### src/rtl/anthem_pkg.sv
// Shared definitions for the volcano-name text streamer and checker:
// FSM states, expected text and the lookup helper.
package anthem_pkg;

   typedef enum logic [1:0] {
      StIdle,
      StCheck,
      StDone,
      StFail
   } chk_state_e;

   localparam int unsigned EXP_LEN    = 51;
   localparam int unsigned IDX_W      = $clog2(EXP_LEN);
   localparam logic [7:0]  SPACE_CHAR = 8'h20;

   // The first character lands in the most significant element.
   localparam logic [EXP_LEN-1:0][7:0] EXP_TEXT =
      "Tajumulco Tacana Acatenango Fuego Santa Maria Agua ";

   function automatic logic [7:0] exp_byte(input logic [7:0] idx);
      logic [IDX_W-1:0] pos;
      if (32'(idx) < EXP_LEN) begin
         pos = IDX_W'(EXP_LEN - 1 - 32'(idx));
         return EXP_TEXT[pos];
      end
      return 8'h00;
   endfunction

endpackage

### src/rtl/anthem_rom.sv
// Combinational lookup of the expected text; returns 0x00 past the end.
module anthem_rom
   import anthem_pkg::*;
(
   input  logic [7:0] idx,
   output logic [7:0] data
);

   always_comb begin
      data = exp_byte(idx);
   end

endmodule

### config.mk
export PLATFORM = sky130hd
export DESIGN_NAME = anthem_rom
export DESIGN_NICKNAME = d
export VERILOG_FILES = /design/src/rtl/anthem_pkg.sv /design/src/rtl/anthem_rom.sv
export SDC_FILE = /design/constraint.sdc
export NUM_CORES = 1
export LEC_CHECK = 0
export ABC_AREA = 1
export BUFFER_PORTS_ARGS = -buffer_cell sky130_fd_sc_hd__buf_2
export CORE_ASPECT_RATIO = 0.6
export CORE_MARGIN = 4
export CORE_UTILIZATION = 25
export DETAILED_ROUTE_END_ITERATION = 7
export GPL_ROUTABILITY_DRIVEN = 0
export SYNTH_ARGS = -nofsm -noshare
export SYNTH_HDL_FRONTEND = slang
export SYNTH_SLANG_ARGS = --single-unit
### constraint.sdc
create_clock -name vclk -period 2.71
set_clock_uncertainty 0.15 [all_clocks]
set_input_delay 0.4065 -clock vclk [all_inputs]
set_output_delay 0.4065 -clock vclk [all_outputs]
set_load 0.05 [all_outputs]
==> metrics.md <==
| Metric | Value |
|---|---|
| Status | `finished, final reports clean` |
| Die H | `about 55 µm` |
| Leakage power | `~0.61 nW` |
| Hold Path Depth | `5` |
| Post-Syn Area | `just over 900 µm²` |
| Vias in the first global route | `~900` |
| GRT overflow | `0` |
| Via Count | `1218` |
| Syn Inst Count | `around 180` |
| Total wire length | `between 2 and 3 mm` |
| Worst endpoint required time | `2.15 ns` |
| Core ar. | `roughly 3400 µm²` |
| Power after layout | `about 0.00024 W` |
| TritonRoute pass-1 iters | `5` |
| First-pass GRT wire length | `between 4 and 5 mm` |
| Top post-synthesis cells by area | `nand2_1 28%, ha_1 14%, nand3_1 10%` |
| Initial antenna violation count | `0` |
| Post-synthesis sequential area ratio | `0` |
| Crit path DAT | `about 2 ns` |
| Die width | `about 86 µm` |
| Yosys warnings | `0` |
| Share of the synthesized area in the top cell type | `0.277` |
| Post-route ant nets | `0` |
| Global Route Usage Sum | `0.109` |
| Startpoint types | `input port` |
| Ant diodes | `0` |
| Finish-stage setup viols | `0` |
| Pwr dens | `about 220 nW/µm²` |
| Clock buf count | `0` |
| Flip-flop and latch count | `0` |
| Hold path start | `idx[7]` |
| # port buffers | `15` |
| Fraction of layout cells with a size suffix above 1 | `0.224` |
| Worst vdd ir | `59.7 µV` |
| Post-synth top area cell | `nand2_1` |
| I/O pin cnt | `16` |
| Vias/cell | `4.95` |
| Largest net degree at the start of global routing | `19` |
| Area of the multi-input gates | `just over 800 µm²` |
| Final min period | `roughly 2.6 ns` |
| Hold crit path type | `in -> out` |
| WHS Endpoint | `data[5]` |
| Hold buffer count at cts | `0` |
| Max Fclk | `between 300 and 400 MHz` |
| Register area | `0 µm²` |
| Max-Cap Viols | `0` |
| WL per Instance | `between 10 and 15 µm` |
| Fillers | `371` |
| Commonest non-fill, non-tap cells in the layout | `66 x nand2_1, 23 x nor2_1, 19 x nand3_1` |
| Fin. max-slew vios | `0` |
| Starting DRT DRC Count | `around 140` |
| Die area | `around 4700 µm²` |
| Netlist cell types | `21` |
| Final hold vios | `0` |
| Post-DP HPWL | `around 2.2 mm` |
| Area Overhead vs Synth | `21.7%` |
| Placed Area | `1070 µm²` |
| CP endpoint kind | `primary output` |
| Crit path launch | `idx[0]` |
| Total nets after synthesis | `200` |
| Initial Util | `0.270` |
| Tcrit/Tclk final | `0.942` |
| Syn_area_per_cell | `approximately 5 µm²` |
| # rows | `16` |
| Most common cell after layout, fill and taps aside | `nand2_1` |
| Worst-path fanout max | `7` |
| Fin nets | `roughly 220` |
| Crit Path Class | `in -> out` |
| DRC violations left | `0` |
| Final instance area | `1100 µm²` |
layer usage:
layer	share of wire	global-route usage	up-vias
li1	-	-	611
met1	0.49	0.184	527
met2	0.36	0.153	78
met3	0.14	0.00752	2
met4	0.0037	0	0
met5	0	0	-
cell usage after synthesis:
library cell,n
nand2_1,67
nor2_1,25
nand3_1,19
inv_1,16
o21ai_0,14
ha_1,10
a21oi_1,7
nand2_2,6
buf_2,3
inv_2,2
nand2_4,2
o21ai_1,2
a21oi_2,1
buf_4,1
buf_6,1
buf_8,1
conb_1,1
nand3_4,1
nor2_2,1
nor3_1,1
o21ai_2,1
critical path, stage by stage:
cell,delay (ns)
buf_2,0.11
ha_1,0.23
ha_4,0.31
inv_1,0.12
nand2_1,0.14
nand2_1,0.07
nand2_1,0.06
nand3_1,0.06
nand2_1,0.08
nand2_1,0.06
nor2_2,0.09
buf_2,0.26
logic make-up after synthesis:
logic type	Yosys count	synth area share
adder cells (fa/ha/maj)	10	0.138
AO/OA/AOI/OAI	25	0.146
other	1	0.00413
buffers and inverters	24	0.128
AND/OR/NAND/NOR	122	0.583
worst max-delay path by stage:
stage / to / depth (start not counted)
floorplan: data[2] / 10
global placement: data[4] / 11
detailed placement: data[4] / 11
CTS: data[4] / 11
global route: data[4] / 13
finish: data[0] / 12
power by group:
part	total [W]	switching (W)	internal [W]
logic	0.000244	0.000163	0.0000815
registers	0	0	0
clock network	0	0	0
total	0.000244	0.000163	0.0000815
through the flow:
step | utilization | TNS [ns] | hold slack (ns) | instances | setup WS, ns
2_1_floorplan | - | 0 | 0.962 | 182 | 0.00440
3_3_place_gp | 0.318 | 0 | 1.12 | 246 | 0.0658
3_5_place_dp | 0.318 | 0 | 1.12 | 246 | 0.0367
4_1_cts | 0.318 | 0 | 1.12 | 246 | 0.0303
5_1_grt | 0.328 | -0.000395 | 1.18 | 246 | -0.000395
6_report | 0.328 | 0 | 1.13 | 246 | 0.158
timing repair:
action	in CTS	in global routing
gates resized for setup	0	9
buffers inserted	0	0
endpoints found under the setup margin	0	5
final cells by class:
cell class / instances / area share
inverter: 18 / 0.0612
multi-input combinational: 158 / 0.741
tap: 45 / 0.0510
timing repair buffer: 25 / 0.146
Note: power is estimated with default switching activity, not from simulation.
